File: src/rtl/clk_div_pkg.sv
// rtl/clk_div_pkg.sv - shared constants, state type and helpers for the programmable divider
package clk_div_pkg;

  localparam int DEF_WIDTH = 8;
  localparam int DIV_MIN   = 2;

  typedef enum logic {
    RS_IDLE = 1'b0,
    RS_PEND = 1'b1
  } ratio_state_e;

  // Cycles spent low in one period: ceil(n/2).
  function automatic int unsigned half_ceil(input int unsigned n);
    return n - (n >> 1);
  endfunction

endpackage

File: src/rtl/clk_div_prog_n_if.sv
// rtl/clk_div_prog_n_if.sv - ratio request/acknowledge bundle for the programmable divider
interface clk_div_prog_n_if
  import clk_div_pkg::*;
#(
  parameter int WIDTH = DEF_WIDTH
) ();

  logic [WIDTH-1:0] div_val;
  logic             div_load;
  logic             div_ack;
  logic             div_err;
  logic             busy;

  modport master (
    output div_val,
    output div_load,
    input  div_ack,
    input  div_err,
    input  busy
  );

  modport slave (
    input  div_val,
    input  div_load,
    output div_ack,
    output div_err,
    output busy
  );

endinterface

File: src/rtl/clk_div_ratio_ctrl.sv
// rtl/clk_div_ratio_ctrl.sv - holds a pending divide ratio until the counter wraps
module clk_div_ratio_ctrl
  import clk_div_pkg::*;
#(
  parameter int WIDTH = DEF_WIDTH
) (
  input  logic             clk,
  input  logic             rst_n,
  clk_div_prog_n_if.slave  ctl,
  input  logic             wrap_i,
  output logic             apply_o,
  output logic [WIDTH-1:0] n_pend_o
);

  ratio_state_e     state_q, state_d;
  logic [WIDTH-1:0] n_pend_q, n_pend_d;
  logic             ack_q, ack_d;
  logic             err_q, err_d;

  assign apply_o  = (state_q == RS_PEND) && wrap_i;
  assign n_pend_o = n_pend_q;
  assign ctl.busy    = (state_q == RS_PEND);
  assign ctl.div_ack = ack_q;
  assign ctl.div_err = err_q;

  always_ff @(posedge clk or negedge rst_n) begin
    if (!rst_n) begin
      state_q  <= RS_IDLE;
      n_pend_q <= '0;
      ack_q    <= 1'b0;
      err_q    <= 1'b0;
    end else begin
      state_q  <= state_d;
      n_pend_q <= n_pend_d;
      ack_q    <= ack_d;
      err_q    <= err_d;
    end
  end

  // A request landing on the apply cycle overrides the return to idle.
  always_comb begin
    state_d  = state_q;
    n_pend_d = n_pend_q;
    ack_d    = 1'b0;
    err_d    = 1'b0;
    if (apply_o) begin
      state_d = RS_IDLE;
      ack_d   = 1'b1;
    end
    if (ctl.div_load) begin
      if (ctl.div_val < WIDTH'(DIV_MIN)) begin
        err_d = 1'b1;
      end else begin
        n_pend_d = ctl.div_val;
        state_d  = RS_PEND;
      end
    end
  end

endmodule

File: src/rtl/clk_div_prog_n.sv
// rtl/clk_div_prog_n.sv - glitch-free programmable integer clock divider, low phase first
module clk_div_prog_n
  import clk_div_pkg::*;
#(
  parameter int WIDTH       = DEF_WIDTH,
  parameter int DEFAULT_DIV = 4
) (
  input  logic            clk,
  input  logic            rst_n,
  clk_div_prog_n_if.slave ctl,
  output logic            clk_out,
  output logic            clk_en
);

  logic [WIDTH-1:0] cnt_q, cnt_d;
  logic [WIDTH-1:0] n_cur_q, n_cur_d;
  logic             clk_out_q, clk_out_d;
  logic             clk_en_q, clk_en_d;
  logic [WIDTH-1:0] n_pend;
  logic [WIDTH-1:0] h;
  logic             wrap;
  logic             apply;

  assign wrap = (cnt_q == n_cur_q - WIDTH'(1));
  assign h    = WIDTH'(half_ceil(32'(n_cur_q)));

  clk_div_ratio_ctrl #(
    .WIDTH (WIDTH)
  ) u_ratio_ctrl (
    .clk      (clk),
    .rst_n    (rst_n),
    .ctl      (ctl),
    .wrap_i   (wrap),
    .apply_o  (apply),
    .n_pend_o (n_pend)
  );

  // New ratio and counter restart share the wrap edge, so no partial period exists.
  always_comb begin
    cnt_d     = wrap ? '0 : cnt_q + WIDTH'(1);
    n_cur_d   = apply ? n_pend : n_cur_q;
    clk_out_d = (cnt_q >= h);
    clk_en_d  = (cnt_q == h);
  end

  always_ff @(posedge clk or negedge rst_n) begin
    if (!rst_n) begin
      cnt_q     <= '0;
      n_cur_q   <= WIDTH'(DEFAULT_DIV);
      clk_out_q <= 1'b0;
      clk_en_q  <= 1'b0;
    end else begin
      cnt_q     <= cnt_d;
      n_cur_q   <= n_cur_d;
      clk_out_q <= clk_out_d;
      clk_en_q  <= clk_en_d;
    end
  end

  assign clk_out = clk_out_q;
  assign clk_en  = clk_en_q;

endmodule

File: src/flat_wrapper.sv
// flat-port wrapper written by rule: the top's interface ports become plain ports
module clk_div_prog_n_flat import clk_div_pkg::*;
#(
  parameter int WIDTH       = DEF_WIDTH,
  parameter int DEFAULT_DIV = 4
)
  (clk, rst_n, clk_out, clk_en, ctl_div_val, ctl_div_load, ctl_div_ack, ctl_div_err, ctl_busy);
  clk_div_prog_n_if #(.WIDTH(WIDTH)) ctl_i ();
  input  logic clk;
  input  logic rst_n;
  output logic clk_out;
  output logic clk_en;
  input wire logic [$bits(ctl_i.div_val)-1:0] ctl_div_val;
  input wire logic [$bits(ctl_i.div_load)-1:0] ctl_div_load;
  output wire logic [$bits(ctl_i.div_ack)-1:0] ctl_div_ack;
  output wire logic [$bits(ctl_i.div_err)-1:0] ctl_div_err;
  output wire logic [$bits(ctl_i.busy)-1:0] ctl_busy;
  assign ctl_i.div_val = ctl_div_val;
  assign ctl_i.div_load = ctl_div_load;
  assign ctl_div_ack = ctl_i.div_ack;
  assign ctl_div_err = ctl_i.div_err;
  assign ctl_busy = ctl_i.busy;
  clk_div_prog_n #(.WIDTH(WIDTH), .DEFAULT_DIV(DEFAULT_DIV)) u_core (.clk(clk), .rst_n(rst_n), .ctl(ctl_i), .clk_out(clk_out), .clk_en(clk_en));
endmodule
File: config.mk
export PLATFORM = sky130hd
export DESIGN_NAME = clk_div_prog_n_flat
export DESIGN_NICKNAME = d
export VERILOG_FILES = /design/src/rtl/clk_div_pkg.sv /design/src/rtl/clk_div_prog_n_if.sv /design/src/rtl/clk_div_ratio_ctrl.sv /design/src/rtl/clk_div_prog_n.sv /design/src/flat_wrapper.sv
export SDC_FILE = /design/constraint.sdc
export NUM_CORES = 1
export LEC_CHECK = 0
export BUFFER_PORTS_ARGS = -buffer_cell sky130_fd_sc_hd__buf_2
export CORE_ASPECT_RATIO = 1.1
export CORE_MARGIN = 1
export CORE_UTILIZATION = 55
export CTS_BUF_LIST = sky130_fd_sc_hd__clkbuf_4 sky130_fd_sc_hd__clkbuf_8
export CTS_CLUSTER_DIAMETER = 120
export DETAILED_ROUTE_END_ITERATION = 8
export PLACE_DENSITY = 0.76
export SKIP_LAST_GASP = 1
export SLEW_MARGIN = 20
export SYNTH_ARGS = -nofsm -noshare
export SYNTH_HDL_FRONTEND = slang
export SYNTH_HIERARCHICAL = 1
export SYNTH_SLANG_ARGS = --single-unit
File: constraint.sdc
create_clock -name clk -period 7.4 [get_ports clk]
set_input_delay 1.11 -clock clk [delete_from_list [all_inputs] [get_ports clk]]
set_output_delay 1.11 -clock clk [all_outputs]
set_load 0.1 [all_outputs]
==> impl_results.html, run 1 <==
<table>
<tr><th>Metric</th><th>Value</th></tr>
<tr><th colspan="2">Final layout</th></tr>
<tr><td>Final non-filler cell area</td><td>approximately 0.002 mm²</td></tr>
<tr><td>Area grow syn2layout</td><td>8.99%</td></tr>
<tr><td>Final Net Count</td><td>between 200 and 250</td></tr>
<tr><td>Layout cells sized above 1</td><td>0.160</td></tr>
<tr><td>Fill count</td><td>243</td></tr>
<tr><td>Antenna cells</td><td>0</td></tr>
<tr><td>Number of cells in the finished layout apart from fillers</td><td>approximately 230</td></tr>
<tr><th colspan="2">Setup path</th></tr>
<tr><td>Maximum fanout encountered on the critical timing path</td><td>17</td></tr>
<tr><td>Worst setup SP type</td><td>flop</td></tr>
<tr><td>Data arrival, critical path</td><td>between 2 and 3 ns</td></tr>
<tr><td>Setup slack on the worst flop-to-flop path</td><td>4.67 ns</td></tr>
<tr><td>Worst Path Required</td><td>7.60 ns</td></tr>
<tr><td>Reg2reg end</td><td>u_core/n_cur_q[6]$_DFFE_PN0P_</td></tr>
<tr><td>Cell depth of the worst flop-to-flop path</td><td>8</td></tr>
<tr><td>Crit Path Class</td><td>flop to flop</td></tr>
<tr><td>Category of the worst setup path capture point</td><td>flop</td></tr>
<tr><td>Reg-to-Reg Start</td><td>u_core/n_cur_q[2]$_DFFE_PN1P_</td></tr>
<tr><th colspan="2">Die</th></tr>
<tr><td>Total I/O pin count</td><td>16</td></tr>
<tr><td>Full die area</td><td>about 0.0036 mm²</td></tr>
<tr><td>Starting density of the core</td><td>0.588</td></tr>
<tr><td>Area of the core</td><td>about 0.0031 mm²</td></tr>
<tr><td>Std cell rows</td><td>21</td></tr>
<tr><td>Die Y-Extent</td><td>~63 µm</td></tr>
<tr><td>Horizontal extent of the die</td><td>57.1 µm</td></tr>
<tr><th colspan="2">GRT</th></tr>
<tr><td>Largest net degree at the start of global routing</td><td>30</td></tr>
<tr><td>Met3 capacity usage during global routing</td><td>0.0621</td></tr>
<tr><td>Global Route Usage Sum</td><td>0.232</td></tr>
<tr><td>M2 GR Usage</td><td>0.421</td></tr>
<tr><td>Met1 track utilization from global routing</td><td>0.256</td></tr>
<tr><td>Number of antenna violations at the first check in global routing</td><td>0</td></tr>
<tr><td>Congestion Overflow GR</td><td>0</td></tr>
<tr><td>GRT busiest layer</td><td>met2</td></tr>
<tr><td>Vias in the first global route</td><td>1386</td></tr>
<tr><td>First-pass GRT wire length</td><td>roughly 6300 µm</td></tr>
<tr><th colspan="2">Synthesis</th></tr>
<tr><td>FFs w/ async S/R, synth</td><td>1.00</td></tr>
<tr><td>Flip-flop and latch count after synthesis</td><td>29</td></tr>
<tr><td>Cell taking the most area after synthesis</td><td>sky130_fd_sc_hd__dfrtp_1</td></tr>
<tr><td>Most numerous cell types in the synthesized netlist</td><td>sky130_fd_sc_hd__dfrtp_1, sky130_fd_sc_hd__ha_1, sky130_fd_sc_hd__xnor2_1</td></tr>
<tr><td>Proportion of netlist area held by the largest area contributor</td><td>0.381</td></tr>
<tr><td>Count of flip-flops with a built-in enable after synthesis</td><td>0</td></tr>
<tr><td>Synthesis warning total</td><td>6</td></tr>
<tr><td>Most frequent cell after synthesis</td><td>sky130_fd_sc_hd__dfrtp_1</td></tr>
<tr><td>Mapped cell area</td><td>approximately 0.0018 mm²</td></tr>
<tr><td>Cell variety after synth</td><td>34</td></tr>
<tr><td>Top flip-flop cell by instance count after synthesis</td><td>sky130_fd_sc_hd__dfrtp_1</td></tr>
<tr><td>Post-synthesis area per instance</td><td>between 10 and 15 µm²</td></tr>
<tr><td>Top post-synthesis cells by area</td><td>sky130_fd_sc_hd__dfrtp_1, sky130_fd_sc_hd__ha_1, sky130_fd_sc_hd__xnor2_1, sky130_fd_sc_hd__xor2_1, sky130_fd_sc_hd__a22o_1</td></tr>
<tr><td>Gate count after technology mapping</td><td>173</td></tr>
<tr><td>Synthesized netlist net count</td><td>209</td></tr>
<tr><td>Share of the yosys chip area belonging to registers</td><td>0.396</td></tr>
<tr><th colspan="2">Clocking</th></tr>
<tr><td>Cts bufs inserted</td><td>5</td></tr>
<tr><td>CTS tree</td><td>built</td></tr>
<tr><td>Root buffer cell</td><td>sky130_fd_sc_hd__clkbuf_4</td></tr>
<tr><td>Clock Tree Buf Depth</td><td>2</td></tr>
<tr><td>Clock latency reported for the late side of the worst-skew pair</td><td>about 0.33 ns</td></tr>
<tr><td>Post-CTS clock slew at the launch and capture registers of the worst setup and hold paths</td><td>0.09 ns</td></tr>
<tr><td>CTS H-tree depth</td><td>2</td></tr>
<tr><td>Number of buffers inserted for hold repair after clock tree synthesis</td><td>0</td></tr>
<tr><td># Post-CTS Setup Buffers</td><td>0</td></tr>
<tr><td>Clock net sink count</td><td>29</td></tr>
<tr><td>Count of cells resized by post-cts repair</td><td>0</td></tr>
<tr><th colspan="2">Route</th></tr>
<tr><td>Per-cell routed wire length</td><td>15.5 µm</td></tr>
<tr><td>Number of iterations in the first detailed-routing pass</td><td>4</td></tr>
<tr><td>Vias per cell</td><td>5.64</td></tr>
<tr><td>Detail Route Antenna Nets</td><td>0</td></tr>
<tr><td>Starting DRT DRC Count</td><td>48</td></tr>
<tr><td>Total DRC errors in the routed layout</td><td>0</td></tr>
<tr><td>Vias</td><td>1287</td></tr>
<tr><td>Total length of routed wires</td><td>3540 µm</td></tr>
<tr><th colspan="2">STA</th></tr>
<tr><td>RSZ-0062 raised after global routing</td><td>no</td></tr>
<tr><td>Final clock period utilization by the worst path</td><td>0.369</td></tr>
<tr><td>Setup TNS Final</td><td>0 ns</td></tr>
<tr><td>Final Slew Violations</td><td>0</td></tr>
<tr><td>Final hold violations</td><td>0</td></tr>
<tr><td>Max-Slew Margin vs Limit</td><td>0.570</td></tr>
<tr><td>Count of final setup violators</td><td>0</td></tr>
<tr><td>Achievable frequency</td><td>0.366 GHz</td></tr>
<tr><td>Final critical path time including I/O delays and setup</td><td>2.73 ns</td></tr>
<tr><td>Slew at the pin closest to its max-slew limit</td><td>0.645 ns</td></tr>
<tr><td>Max Clock Skew</td><td>roughly 0.0048 ns</td></tr>
<tr><th colspan="2">Worst hold path</th></tr>
<tr><td>Startpoint of the lowest-slack hold path</td><td>u_core/u_ratio_ctrl/n_pend_o[0]$_DFFE_PN0P_</td></tr>
<tr><td>Class of the most critical hold timing path</td><td>flop to flop</td></tr>
<tr><td>Hold path depth</td><td>2</td></tr>
<tr><td>Worst hold endpoint</td><td>u_core/n_cur_q[0]$_DFFE_PN0P_</td></tr>
<tr><th colspan="2">Place</th></tr>
<tr><td>RePlAce Congestion</td><td>between 0.7 and 0.8</td></tr>
<tr><td>Number of placed instances, taps included</td><td>220</td></tr>
<tr><td>Detailed placer's ending HPWL</td><td>2750 µm</td></tr>
<tr><td>Post-place instance area</td><td>a little under 0.002 mm²</td></tr>
<tr><td>Total of buffers placed on input and output ports</td><td>15</td></tr>
<tr><th colspan="2">Power</th></tr>
<tr><td>Sequential share of power</td><td>0.605</td></tr>
<tr><td>Power Density</td><td>136 mW/mm²</td></tr>
<tr><td>Leakage</td><td>0.925 nW</td></tr>
<tr><td>Peak supply drop</td><td>approximately 0.12 mV</td></tr>
<tr><td>Fraction of power spent switching nets</td><td>0.249</td></tr>
<tr><td>Switching power</td><td>~0.068 mW</td></tr>
<tr><td>Combinational fraction of design power</td><td>0.051</td></tr>
<tr><td>Clk network pwr share</td><td>0.344</td></tr>
<tr><td>Cell-internal power</td><td>0.204 mW</td></tr>
<tr><th colspan="2">Job</th></tr>
<tr><td>Max_cap viols</td><td>0</td></tr>
<tr><th colspan="2">Status</th></tr>
<tr><td>Result of the run</td><td>finished clean</td></tr>
</table>
-- placed cells by master, fill, tap and decap left out, types with 2 or more instances in the layout --
cell,n
sky130_fd_sc_hd__xor2_1,11
sky130_fd_sc_hd__a22o_1,7
sky130_fd_sc_hd__and3_1,2
sky130_fd_sc_hd__buf_2,15
sky130_fd_sc_hd__dfrtp_1,28
sky130_fd_sc_hd__clkbuf_4,5
sky130_fd_sc_hd__o21bai_1,2
sky130_fd_sc_hd__inv_1,13
sky130_fd_sc_hd__xnor2_1,14
sky130_fd_sc_hd__clkinv_2,2
sky130_fd_sc_hd__nand2_1,9
sky130_fd_sc_hd__nor2_1,13
sky130_fd_sc_hd__nand4_1,3
sky130_fd_sc_hd__ha_1,24
sky130_fd_sc_hd__a21o_1,4
sky130_fd_sc_hd__and2_1,2
sky130_fd_sc_hd__nand3_1,5
sky130_fd_sc_hd__nor2b_1,2
sky130_fd_sc_hd__o21ai_0,10
sky130_fd_sc_hd__a21oi_1,6
-- per-layer routing --
layer  share of wire  vias up  wire (µm)
li1                -      639          -
met1            0.42      620       1470
met2            0.54       21       1910
met3           0.032        7        114
met4           0.014        0         48
met5               0        -          0
-- critical path: stages, from the launching register on --
cell                      delay, ns
sky130_fd_sc_hd__dfstp_2       0.59
sky130_fd_sc_hd__inv_1         0.10
sky130_fd_sc_hd__ha_1          0.24
sky130_fd_sc_hd__nor2b_1       0.15
sky130_fd_sc_hd__xnor2_1       0.18
sky130_fd_sc_hd__nand4_1       0.16
sky130_fd_sc_hd__nor4_4        0.52
sky130_fd_sc_hd__and2_1        0.51
sky130_fd_sc_hd__o21ai_0       0.16
-- how the worst max path moves through the flow --
stage | depth (start not counted) | end | from | slack, ns
floorplan | 3 | u_core/u_ratio_ctrl/n_pend_o[0]$_DFFE_PN0P_ | ctl_div_val[4] | 4.90
global placement | 4 | u_core/u_ratio_ctrl/n_pend_o[0]$_DFFE_PN0P_ | ctl_div_val[4] | 4.67
detailed placement | 4 | u_core/u_ratio_ctrl/ctl.busy$_DFF_PN0_ | ctl_div_val[4] | 4.65
CTS | 8 | u_core/n_cur_q[3]$_DFFE_PN0P_ | u_core/n_cur_q[2]$_DFFE_PN1P_ | 4.66
global route | 9 | u_core/n_cur_q[6]$_DFFE_PN0P_ | u_core/n_cur_q[2]$_DFFE_PN1P_ | 4.42
finish | 8 | u_core/n_cur_q[6]$_DFFE_PN0P_ | u_core/n_cur_q[2]$_DFFE_PN1P_ | 4.67
-- stage by stage --
stage | total power [mW] | hold slack (ns) | utilization | setup WS (ns)
after global placement | 0.181 | 0.472 | 0.623 | 4.67
final | 0.272 | 0.492 | 0.641 | 4.67
after global routing | 0.282 | 0.532 | 0.641 | 4.42
after floorplan | 0.173 | 0.450 | - | 4.90
after CTS | 0.275 | 0.501 | 0.641 | 4.66
after detailed placement | 0.182 | 0.474 | 0.623 | 4.65
-- power groups by stage --
stage | clock network [mW] | registers (mW) | logic (mW)
6_report | 0.0935 | 0.165 | 0.0138
3_3_place_gp | 0 | 0.168 | 0.0135
4_1_cts | 0.0962 | 0.165 | 0.0142
5_1_grt | 0.101 | 0.165 | 0.0156
2_1_floorplan | 0 | 0.167 | 0.00613
3_5_place_dp | 0 | 0.168 | 0.0140
-- flip-flops by register name, summed over array words and instances (netlist names) --
register,flops
u_core/clk_en,1
u_core/clk_out,1
u_core/cnt_q,8
u_core/n_cur_q,8
u_core/u_ratio_ctrl/ctl.busy,1
u_core/u_ratio_ctrl/ctl.div_ack,1
u_core/u_ratio_ctrl/ctl.div_err,1
u_core/u_ratio_ctrl/n_pend_o,8
-- kinds of logic after synthesis --
family                     after synthesis  share of synthesized area
buffers and inverters                   15                     0.0306
DFF                                     29                      0.396
adders and majority gates               25                      0.174
muxes                                    1                    0.00817
and+or+nand+nor                         42                      0.127
AOI/OAI and AO/OA                       36                      0.145
xor gates and xnor gates                25                      0.119
-- area by class of cell --
class / count / area (µm²) / area share
clock buffer: 5 / 37.5 / 0.0187
clock inverter: 3 / 17.5 / 0.00874
inverter: 13 / 48.8 / 0.0244
multi-input combinational: 129 / 1050 / 0.527
sequential: 29 / 727 / 0.363
tap: 34 / 42.5 / 0.0212
timing repair buffer: 15 / 75.1 / 0.0375
Note: power is estimated with default switching activity, not from simulation.
==> run 2, diff against run 1 <==
==> constraint.sdc (replaced) <==
create_clock -name clk -period 2.8 [get_ports clk]
set_input_delay 0.42 -clock clk [delete_from_list [all_inputs] [get_ports clk]]
set_output_delay 0.42 -clock clk [all_outputs]
set_load 0.1 [all_outputs]
==> impl_results.html, run 2 (same netlist as run 1, synthesis figures left out) <==
<table>
<tr><th>Metric</th><th>Value</th></tr>
<tr><th colspan="2">Die</th></tr>
<tr><td>Area of the core</td><td>between 0.003 and 0.004 mm²</td></tr>
<tr><td>Full die area</td><td>~0.0036 mm²</td></tr>
<tr><td>Starting density of the core</td><td>0.588</td></tr>
<tr><td>Total I/O pin count</td><td>16</td></tr>
<tr><td>Std cell rows</td><td>21</td></tr>
<tr><td>Die Y-Extent</td><td>62.6 µm</td></tr>
<tr><td>Horizontal extent of the die</td><td>57.1 µm</td></tr>
<tr><th colspan="2">Setup path</th></tr>
<tr><td>Crit Path Class</td><td>flop to flop</td></tr>
<tr><td>Crit path buf inv count</td><td>1</td></tr>
<tr><td>Reg-to-Reg Start</td><td>u_core/n_cur_q[0]$_DFFE_PN0P_</td></tr>
<tr><td>Family with the most delay on the worst path</td><td>adder cells</td></tr>
<tr><td>Category of the worst setup path capture point</td><td>flop</td></tr>
<tr><td>Cell type with the highest occurrence count on the critical path</td><td>sky130_fd_sc_hd__a21oi_1</td></tr>
<tr><td>Maximum single-stage delay on the critical path</td><td>0.42 ns</td></tr>
<tr><td>Critical Path, Cell by Cell</td><td>inv_1, ha_1, fa_1, o21bai_1, a21oi_1, o21bai_1, a21oi_1, xor2_1, ha_1, a21o_1, a21oi_1, o21ai_0</td></tr>
<tr><td>Standard cell with the maximum stage delay on the critical path</td><td>sky130_fd_sc_hd__fa_1</td></tr>
<tr><td>Maximum fanout encountered on the critical timing path</td><td>4</td></tr>
<tr><td>Cell depth of the worst flop-to-flop path</td><td>12</td></tr>
<tr><td>Data arrival, critical path</td><td>2.91 ns</td></tr>
<tr><td>Worst Path Required</td><td>3.01 ns</td></tr>
<tr><td>Worst setup SP type</td><td>flop</td></tr>
<tr><td>Setup slack on the worst flop-to-flop path</td><td>0.1 ns</td></tr>
<tr><td>Reg2reg end</td><td>u_core/clk_out$_DFF_PN0_</td></tr>
<tr><th colspan="2">STA</th></tr>
<tr><td>Final clock period utilization by the worst path</td><td>0.964</td></tr>
<tr><td>Max-Slew Margin vs Limit</td><td>0.571</td></tr>
<tr><td>Max Clock Skew</td><td>between 0.01 and 0.015 ns</td></tr>
<tr><td>Count of final setup violators</td><td>0</td></tr>
<tr><td>Achievable frequency</td><td>0.370 GHz</td></tr>
<tr><td>Slew at the pin closest to its max-slew limit</td><td>about 0.64 ns</td></tr>
<tr><td>Final hold violations</td><td>0</td></tr>
<tr><td>Final worst slack</td><td>0.0997 ns</td></tr>
<tr><td>Final critical path time including I/O delays and setup</td><td>2.70 ns</td></tr>
<tr><td>Setup TNS Final</td><td>0 ns</td></tr>
<tr><td>Final Slew Violations</td><td>0</td></tr>
<tr><th colspan="2">GRT</th></tr>
<tr><td>First-pass GRT wire length</td><td>6250 µm</td></tr>
<tr><td>Global Route Usage Sum</td><td>0.233</td></tr>
<tr><td>Largest net degree at the start of global routing</td><td>30</td></tr>
<tr><td>Vias in the first global route</td><td>about 1400</td></tr>
<tr><td>Number of antenna violations at the first check in global routing</td><td>0</td></tr>
<tr><td>Congestion Overflow GR</td><td>0</td></tr>
<tr><th colspan="2">Status</th></tr>
<tr><td>Result of the run</td><td>finished clean</td></tr>
<tr><th colspan="2">Route</th></tr>
<tr><td>Per-cell routed wire length</td><td>15.4 µm</td></tr>
<tr><td>Vias</td><td>roughly 1300</td></tr>
<tr><td>Number of iterations in the first detailed-routing pass</td><td>4</td></tr>
<tr><td>Vias per cell</td><td>5.58</td></tr>
<tr><td>Starting DRT DRC Count</td><td>112</td></tr>
<tr><td>Total length of routed wires</td><td>about 3600 µm</td></tr>
<tr><td>Detail Route Antenna Nets</td><td>0</td></tr>
<tr><td>Total DRC errors in the routed layout</td><td>0</td></tr>
<tr><th colspan="2">Job</th></tr>
<tr><td>Max_cap viols</td><td>0</td></tr>
<tr><th colspan="2">Power</th></tr>
<tr><td>Power Density</td><td>355 mW/mm²</td></tr>
<tr><td>Peak supply drop</td><td>0.262 mV</td></tr>
<tr><td>Leakage</td><td>0.955 nW</td></tr>
<tr><th colspan="2">Final layout</th></tr>
<tr><td>Most frequent standard cell in the layout excluding fill and tap cells</td><td>sky130_fd_sc_hd__dfrtp_1</td></tr>
<tr><td>Final Net Count</td><td>234</td></tr>
<tr><td>Antenna cells</td><td>0</td></tr>
<tr><td>Final non-filler cell area</td><td>0.00205 mm²</td></tr>
<tr><td>Multi-input logic area</td><td>0.00106 mm²</td></tr>
<tr><td>Highest-count cells in the layout ignoring fill and taps</td><td>sky130_fd_sc_hd__dfrtp_1, sky130_fd_sc_hd__ha_1, sky130_fd_sc_hd__buf_2</td></tr>
<tr><td>Fill count</td><td>~230</td></tr>
<tr><td>Layout cells sized above 1</td><td>0.191</td></tr>
<tr><td>Area grow syn2layout</td><td>11.3%</td></tr>
<tr><td>Core utilization of the finished layout</td><td>0.654</td></tr>
<tr><td>Area occupied by registers</td><td>727 µm²</td></tr>
<tr><th colspan="2">Place</th></tr>
<tr><td>Detailed placer's ending HPWL</td><td>2840 µm</td></tr>
<tr><td>Setup WS pre-CTS</td><td>0.162 ns</td></tr>
<tr><td>Total of buffers placed on input and output ports</td><td>15</td></tr>
<tr><td>Post-place instance area</td><td>0.00196 mm²</td></tr>
<tr><td>RePlAce Congestion</td><td>0.835</td></tr>
<tr><th colspan="2">Clocking</th></tr>
<tr><td>Clock Tree Buf Depth</td><td>2</td></tr>
<tr><td>Root buffer cell</td><td>sky130_fd_sc_hd__clkbuf_4</td></tr>
<tr><td>Clock latency reported for the late side of the worst-skew pair</td><td>approximately 0.34 ns</td></tr>
<tr><td>CTS tree</td><td>built</td></tr>
<tr><td>Post-CTS clock slew at the launch and capture registers of the worst setup and hold paths</td><td>0.09 ns</td></tr>
<tr><td>CTS H-tree depth</td><td>2</td></tr>
<tr><td>Cts bufs inserted</td><td>5</td></tr>
<tr><td>Clock net sink count</td><td>29</td></tr>
<tr><th colspan="2">Worst hold path</th></tr>
<tr><td>Class of the most critical hold timing path</td><td>input port to async pin</td></tr>
</table>
run 2: cell count changes in the layout (fill, tap and decap cells not counted), sizes merged:
| cell | change |
|---|---|
| buf | +5 |
| clkbuf | +1 |
| clkinvlp | -1 |
run 2: worst max path at each step:
stage / from / end / slack (ns) / cells past startpoint
after floorplan: u_core/n_cur_q[2]$_DFFE_PN1P_ / u_core/n_cur_q[0]$_DFFE_PN0P_ / 0.38 / 9
after global placement: u_core/n_cur_q[2]$_DFFE_PN1P_ / u_core/clk_out$_DFF_PN0_ / 0.23 / 12
after detailed placement: u_core/n_cur_q[2]$_DFFE_PN1P_ / u_core/clk_out$_DFF_PN0_ / 0.16 / 12
after CTS: u_core/n_cur_q[2]$_DFFE_PN1P_ / u_core/clk_out$_DFF_PN0_ / 0.11 / 12
after global routing: u_core/n_cur_q[2]$_DFFE_PN1P_ / u_core/clk_out$_DFF_PN0_ / -0.006 / 11
final: u_core/n_cur_q[0]$_DFFE_PN0P_ / u_core/clk_out$_DFF_PN0_ / 0.1 / 12
run 2: timing repair:
action                     CTS  global route
hold buffers                 0             0
gates resized for setup      0             2
setup endpoints to repair    0             1
setup buffers                0             3
run 2: per-layer routing:
metal	GRT usage	vias up	wire length, µm
met4	0.0793	0	58
met3	0.0559	8	98
li1	-	645	-
met5	0	-	0
met2	0.425	21	1920
met1	0.261	627	1500
run 2: report_power, final:
part	leakage (nW)	switching (mW)	internal (mW)
clock	0.0354	0.149	0.105
combinational	0.558	0.0208	0.0168
sequential	0.362	0.00615	0.429
run 2: final cells by class:
class / instances / area share
Clock buffer: 6 / 0.0220
Inverter: 13 / 0.0239
Multi-Input combinational cell: 129 / 0.518
Sequential cell: 29 / 0.355
Tap cell: 34 / 0.0208
Timing Repair Buffer: 20 / 0.0550
Clock inverter: 2 / 0.00489
run 2: through the flow:
step	total power [mW]	std cells	hold slack, ns
after floorplan	0.458	173	0.124
after global placement	0.480	222	0.468
after detailed placement	0.482	222	0.474
after CTS	0.737	230	0.107
after global routing	0.758	233	0.145
final	0.727	233	0.0982
